[config.mk]
export PLATFORM = sky130hd
export DESIGN_NAME = rs_issue_arb
export DESIGN_NICKNAME = d
export VERILOG_FILES = /design/src/rtl/rs_issue_arb.sv
export SDC_FILE = /design/constraint.sdc
export NUM_CORES = 1
export LEC_CHECK = 0
export ABC_CLOCK_PERIOD_IN_PS = 4960
export CAP_MARGIN = 20
export CORE_AREA = 2 2 477 479
export CTS_CLUSTER_DIAMETER = 80
export DETAILED_ROUTE_END_ITERATION = 10
export DIE_AREA = 0 0 479 481
export SYNTH_ARGS = -nofsm -noshare
export SYNTH_HDL_FRONTEND = slang
export SYNTH_SLANG_ARGS = --single-unit
[constraint.sdc]
create_clock -name clk -period 4.96 [get_ports clk]
set_input_delay 0.992 -clock clk [delete_from_list [all_inputs] [get_ports clk]]
set_output_delay 0.992 -clock clk [all_outputs]
set_load 0.03 [all_outputs]
[src/rtl/rs_issue_arb.sv]
// Reservation-station issue arbiter: round-robin one-hot grant plus the registered rs2 output stage.
// Optional saturating perf counters are enabled with `define RS_ISSUE_PERF_CNT_EN.
module rs_issue_arb #(
    parameter int  NUM_ENTRIES = 8,
    parameter int  PKT_W       = 128,
    localparam int PTR_W       = $clog2(NUM_ENTRIES)
) (
    input  logic                         clk,
    input  logic                         reset,
    input  logic                         flush,
    input  logic [NUM_ENTRIES-1:0]       e_req_issue_rs1,
    input  logic [NUM_ENTRIES*PKT_W-1:0] e_issue_pkt_rs1,
    output logic [NUM_ENTRIES-1:0]       e_gnt_issue_rs1,
    input  logic                         ex_ready,
    output logic                         iss_valid_rs2,
    output logic [PKT_W-1:0]             iss_pkt_rs2,
    output logic [31:0]                  perf_gnt_cnt,
    output logic [31:0]                  perf_stall_cnt
);

    logic [PTR_W-1:0]       r_rr_ptr;
    logic                   r_valid;
    logic [PKT_W-1:0]       r_pkt;

    logic                   w_found;
    logic [PTR_W-1:0]       w_idx;
    logic                   w_can_issue;
    logic                   w_gnt_en;
    logic [NUM_ENTRIES-1:0] w_gnt;
    logic [PKT_W-1:0]       w_pkt;
    logic [PTR_W-1:0]       w_ptr_nxt;

    // Scan upward from the round-robin pointer with an explicit wrap, so non-power-of-two sizes work.
    always_comb begin
        logic [PTR_W:0] v_pos;
        w_found = 1'b0;
        w_idx   = '0;
        v_pos   = '0;
        for (int k = 0; k < NUM_ENTRIES; k++) begin
            v_pos = {1'b0, r_rr_ptr} + (PTR_W+1)'(k);
            if (v_pos >= (PTR_W+1)'(NUM_ENTRIES)) begin
                v_pos = v_pos - (PTR_W+1)'(NUM_ENTRIES);
            end else begin
                v_pos = v_pos;
            end
            if (!w_found && e_req_issue_rs1[v_pos[PTR_W-1:0]]) begin
                w_found = 1'b1;
                w_idx   = v_pos[PTR_W-1:0];
            end else begin
                w_found = w_found;
            end
        end
    end

    // Grant qualification, one-hot decode, winner packet select and pointer advance.
    always_comb begin
        w_can_issue = ~r_valid | ex_ready;
        w_gnt_en    = w_can_issue & ~flush & ~reset & w_found;
        w_gnt       = '0;
        w_pkt       = e_issue_pkt_rs1[w_idx*PKT_W +: PKT_W];
        w_ptr_nxt   = r_rr_ptr;
        if (w_gnt_en) begin
            w_gnt[w_idx] = 1'b1;
            if (w_idx == PTR_W'(NUM_ENTRIES-1)) begin
                w_ptr_nxt = '0;
            end else begin
                w_ptr_nxt = w_idx + PTR_W'(1);
            end
        end else begin
            w_gnt     = '0;
            w_ptr_nxt = r_rr_ptr;
        end
    end

    // Round-robin pointer; a flush leaves it untouched because no grant happens.
    always_ff @(posedge clk) begin
        if (reset) begin
            r_rr_ptr <= '0;
        end else begin
            r_rr_ptr <= w_ptr_nxt;
        end
    end

    // Output stage: flush beats a new grant, a grant beats draining.
    always_ff @(posedge clk) begin
        if (reset) begin
            r_valid <= 1'b0;
            r_pkt   <= '0;
        end else if (flush) begin
            r_valid <= 1'b0;
        end else if (w_gnt_en) begin
            r_valid <= 1'b1;
            r_pkt   <= w_pkt;
        end else if (ex_ready && r_valid) begin
            r_valid <= 1'b0;
        end else begin
            r_valid <= r_valid;
        end
    end

    assign e_gnt_issue_rs1 = w_gnt;
    assign iss_valid_rs2   = r_valid;
    assign iss_pkt_rs2     = r_pkt;

`ifdef RS_ISSUE_PERF_CNT_EN
    logic [31:0] r_gnt_cnt;
    logic [31:0] r_stall_cnt;

    function automatic logic [31:0] sat_inc(input logic [31:0] v);
        return (v == 32'hFFFF_FFFF) ? v : v + 32'd1;
    endfunction

    // Saturating grant and backpressure-stall counters.
    always_ff @(posedge clk) begin
        if (reset) begin
            r_gnt_cnt   <= 32'd0;
            r_stall_cnt <= 32'd0;
        end else begin
            r_gnt_cnt   <= w_gnt_en ? sat_inc(r_gnt_cnt) : r_gnt_cnt;
            r_stall_cnt <= (r_valid && !ex_ready) ? sat_inc(r_stall_cnt) : r_stall_cnt;
        end
    end

    assign perf_gnt_cnt   = r_gnt_cnt;
    assign perf_stall_cnt = r_stall_cnt;
`else
    assign perf_gnt_cnt   = 32'd0;
    assign perf_stall_cnt = 32'd0;
`endif

endmodule
Yosys cells after proc, flatten, opt, wreduce, memory -nomap -nowiden
Cells that the tools add are included. W data, S select, Z words.

Word-level logic and storage cells: 111. Bits in registers: 132.

Reductions and logical operators: 19. Equality and inequality tests: 1. $add $sub $neg: 16. Multiplexer cells: 46. Bitwise gates (word level): 7. Order comparisons: 18. Shift operators: 1.

Operator list (number): $shiftx A1024 B11 Y128 (1); $mux W3 (17); $lt A3 B4 Y1 const B (9); $ge A4 B4 Y1 const B (7); $bmux W1 S3 (8); $sub A3 B1 Y3 const B (8); $mux W1 (19); $add A3 B3 Y4 const B (4); $logic_and A1 B1 Y1 (9); $add A3 B2 Y4 const B (2); $mux W8 (1); $logic_not A1 Y1 (7); $add A3 B1 Y4 const B (1); $ge A3 B4 Y1 const B (1); $add A3 B1 Y3 const B (1); $and A1 B1 Y1 (3); $demux W1 S3 (1); $eq A3 B3 Y1 const B (1); $ge A3 B1 Y1 const B (1); $not A1 Y1 (3); $reduce_and A2 Y1 (1); $reduce_bool A2 Y1 (1); $reduce_or A2 Y1 (1); $or A1 B1 Y1 (1).

Longest topological paths before layout
Word-level depth: 31. Depth in mapped cells: 17.

Worst setup path before layout
OpenSTA, ideal clock, no wires.

Kind: reg-to-output. Start: register r_rr_ptr[0]. End: output e_gnt_issue_rs1[1]. Data arrival time: 4.601 ns. Cell stages (with the launch flop): 16. Slack: -0.633 ns. Path through: dfxtp_1 > buf_4 > buf_1 > inv_1 > ha_1 > buf_1 > mux4_2 > mux2_2 > or2_4 > or4_1 > nand4_1 > nand2_1 > buf_4 > buf_2 > buf_2 > nor3_1.

Longest elaborated chain between the ends: 31. Elaborated cells on any way between the ends: 84. Those cells by class: 15 x add/sub; 10 x order compare; 43 x mux; 1 x bitwise; 15 x reduce/logical.

RTL lines: from (decl) (RTL line 21) `logic [PTR_W-1:0] r_rr_ptr;`; from (signal assigned) (RTL line 80) `r_rr_ptr <= w_ptr_nxt;`; parallel branches: the longest is 30 deep, another holds $add A3 B1 Y4; $mux W8 (*) (RTL line 62) `if (w_gnt_en) begin`; to (decl) (RTL line 13) `output logic [NUM_ENTRIES-1:0] e_gnt_issue_rs1,`.

Mark *: on every way between the ends. The select of a mux whose other input is x is not followed.

Worst setup path after layout
Start: input e_req_issue_rs1[3]. End: output e_gnt_issue_rs1[3].

Longest elaborated chain between the ends: 29. Elaborated cells on any way between the ends: 53. Those cells by class: 2 x order compare; 35 x mux; 1 x bitwise; 15 x reduce/logical.

RTL lines: from (decl) (RTL line 11) `input logic [NUM_ENTRIES-1:0] e_req_issue_rs1,`; $bmux W1 S3 (RTL line 46) `if (!w_found && e_req_issue_rs1[v_pos[PTR_W-1:0]]) begin`; $mux W1 (implied by the code) (RTL line 46); $mux W1 (RTL line 46); $logic_not A1 Y1 (RTL line 46); $logic_and A1 B1 Y1 (RTL line 46); $mux W1 (RTL line 46); $logic_not A1 Y1 (RTL line 46); $logic_and A1 B1 Y1 (RTL line 46); [... 13 more ...]; $logic_not A1 Y1 (RTL line 46); $logic_and A1 B1 Y1 (RTL line 46); $mux W3 (RTL line 46); $lt A3 B4 Y1 (implied by the code) / $ge A3 B1 Y1 (equally long branches) (RTL line 63) `w_gnt[w_idx] = 1'b1;`; $logic_and A1 B1 Y1 (implied by the code) (RTL line 63); $mux W1 (implied by the code) (RTL line 63); $demux W1 S3 (RTL line 63); $mux W8 (*) (RTL line 62).

Every way passes the cells marked *; elsewhere a longest branch is shown, timed or not. The select of a mux whose other input is x is not followed.

==> impl_results.md <==
* Final hold vios at 0
* WHS at 0.501 ns
* Critical path's slowest cell: mux4_2
* Setup-failing EPs final at 8
* Core area at 226000 µm²
* Commonest non-fill, non-tap cell in the layout: clkdlybuf4s50_1
* Synth Flop Type: dfxtp_1
* Max H-tree Level at 4
* Met2 usage at 28.8%
* Initial DRC Count at 1997
* DR WL/cell at 36.6 µm
* Post-route clock period utilization at 102%
* Fmax at 198 MHz
* CTS tree: yes
* # nets final at 4395
* Skew-Pair Late Insertion Delay at 0.56 ns
* Reg2Reg Setup Slack at 0.02 ns
* Syn_area_per_cell at 7.02 µm²
* Critical register-to-register path startpoint: r_rr_ptr[1]
* Hold WC Path Type: flip-flop to flip-flop
* DIE WIDTH at 479 µm
* Crit path cell chain: dlygate4sd2_1 -> mux4_2 -> mux2_4 -> or2_4 -> buf_6 -> or4_4 -> o21ai_2 -> buf_4 -> o211ai_4 -> buf_12 -> nor3_4 -> buf_12 -> buf_12
* Yosys cell types at 60
* Max VDD drop at 257 µV
* Slew @ Worst Pin at 0.948 ns
* Seq/Total Area, Yosys at 18.4%
* Core Rows at 175
* Max incr delay on CP at 0.52 ns
* Clock Path Buffers at 2
* Fin. max-slew vios at 0
* Critical path endpoint category: output port
* DIE AREA at 230000 µm²
* PD cells at 341 nW/µm²
* CTS clk-pin slew, worst paths at 0.09 ns
* Syn Inst Count at 2045
* Total gr overflow at 0
* Syn Std Cell Area at 14400 µm²
* Area Overhead vs Synth at 130%
* Pin count of the biggest net entering global routing at 79
* Setup CP Type: input port to output port
* Status: finished with violations
* Global-route wire length before repair at 284000 µm
* RSZ-0062 raised after global routing: yes
* DRC violations left at 0
* Routing usage on met3 at 12.5%
* CTS Buf Count at 17
* Busiest grt layer: met2
* Number of synthesized flops with an enable pin at 0
* Rel. slew slack at 36.8%
* DR pass1 iterations at 6
* Worst setup startpoint: e_req_issue_rs1[3]
* Post-detail-place hpwl at 210000 µm
* Flops & latches, synth at 132
* Leak at 11.7 nW
* Worst EP required at 3.97 ns
* Fraction of layout cells with a size suffix above 1 at 16.1%
* Post-synthesis async set-or-reset flop share at 0%
* DR vias at 24100
* YS warnings at 0
* CTS Hold Bufs at 0
* Most frequent cells in the layout: clkdlybuf4s50_1, nand2_1, buf_4, nand3_1, and3_1
* Fin cells at 6459
* Routability cong. at 0.957
* Die height at 481 µm
* Final Skew at 0.0271 ns
* Tot GR Track Use at 19.7%
* Cell family with most CP delay: buffers and inverters
* Starting Density at 6.36%
* Tot Pwr at 11.3 mW
* Crit start category: input port
* Via density at 3.73
* Number of max-cap violations at 0
* CP Max Fanout at 5
* Number of port buffers at 1172
* Most used cell, CP: buf_12
* Crit path buffers/inverters at 6
* Root buffer cell: clkbuf_16
* Hold Path Origin: iss_pkt_rs2[5]
* Wirelength, routed at 236000 µm
* Met1 Use GR at 23.7%
* Placed cell count at 6314
* Final ANT Viol Nets at 0
* Setup ws final at -0.103 ns
* Setup TNS Final at -0.376 ns
* CTS sink cnt at 132
* I/O pin cnt at 1237
* Initial antenna violation count at 245
* Failing checks: negative setup slack
* Number of global-route vias before repair at 23100
* Fin crit period at 5.06 ns
* Critical path arrival at 4.07 ns
## power breakdown
part | leakage (nW) | internal [mW] | switching (mW)
Sequential | 1.09 | 1.20 | 0.105
Combinational | 10.4 | 3.37 | 5.12
Clock | 0.253 | 0.654 | 0.824
Total | 11.7 | 5.23 | 6.05
## logic make-up after synthesis
kind of cell / after synthesis / synth area share (%)
DFF: 132 / 18.4
other: 1 / 0.0261
buffers and inverters: 302 / 10.6
xor gates and xnor gates: 4 / 0.244
and+or+nand+nor: 879 / 30.2
muxes: 122 / 9.76
AOI/OAI and AO/OA: 603 / 30.6
adders and majority gates: 2 / 0.174
## final timing paths
path	to	depth (start not counted)
hold / removal	iss_pkt_rs2[5]	2
setup reg to reg	iss_pkt_rs2[23]	15
setup / recovery	e_gnt_issue_rs1[3]	13
hold reg to reg	iss_pkt_rs2[5]	2
## worst reg2reg max path, delay by kind of cell (launching register included)
kind                       cells  cell delay (ns)
AOI/OAI and AO/OA              4             1.31
adders and majority gates      1             0.34
buffers and inverters          5             0.76
DFF                            1             0.36
muxes                          3             1.22
and+or+nand+nor                2             0.81
## per-layer routing
| layer | vias up | wire length [µm] |
|---|---|---|
| met5 | - | 1220 |
| met4 | 186 | 7410 |
| met3 | 441 | 35900 |
| met2 | 1595 | 96200 |
| met1 | 11500 | 95600 |
| li1 | 10300 | - |
## repair_timing
item / 4_1_cts / 5_1_grt
endpoints found under the hold margin: 0 / 0
gates resized for setup: 80 / 36
setup buffers: 24 / 9
setup endpoints to repair: 110 / 24
pin swaps: 13 / 18
## cell type report
class | instances | area, µm²
repair buffers | 1526 | 15000
fillers | 25900 | 193000
flip-flops and latches | 132 | 2650
inverters | 6 | 25.0
well taps | 3009 | 3760
clock buffers | 18 | 429
multi-input cells | 1674 | 10900
clock inverters | 14 | 119
diodes | 80 | 200
## flip-flops by register name, summed over array words and instances (netlist names)
signal / flops
iss_pkt_rs2: 128
r_rr_ptr: 3
iss_valid_rs2: 1
## synth_stat cells, types with 38 or more instances
cell | count | area share (%)
mux2_2 | 46 | 3.6
nand3b_1 | 69 | 3.6
a32o_1 | 38 | 2.6
buf_4 | 80 | 4.2
dfxtp_1 | 132 | 18
nor4_1 | 40 | 1.7
mux2i_1 | 58 | 4.0
a211oi_1 | 148 | 7.7
nand2_1 | 383 | 10
nor2_1 | 57 | 1.5
a31oi_1 | 87 | 3.8
a21oi_1 | 44 | 1.5
buf_2 | 52 | 1.8
nand3_1 | 157 | 5.5
clkbuf_1 | 147 | 3.8
o2111a_1 | 70 | 5.5
o21ai_0 | 128 | 4.5
and3_1 | 145 | 6.3
## per-stage QoR
stage | instance area, µm² | setup slack, ns | utilization, %
after global placement | 31600 | -1.82 | 14.0
after detailed placement | 31700 | -1.31 | 14.0
after global routing | 33000 | -0.226 | 14.6
after floorplan | 14700 | 0.0398 | -
final | 33100 | -0.103 | 14.7
after CTS | 32700 | -0.198 | 14.5
Note: power is estimated with default switching activity, not from simulation.
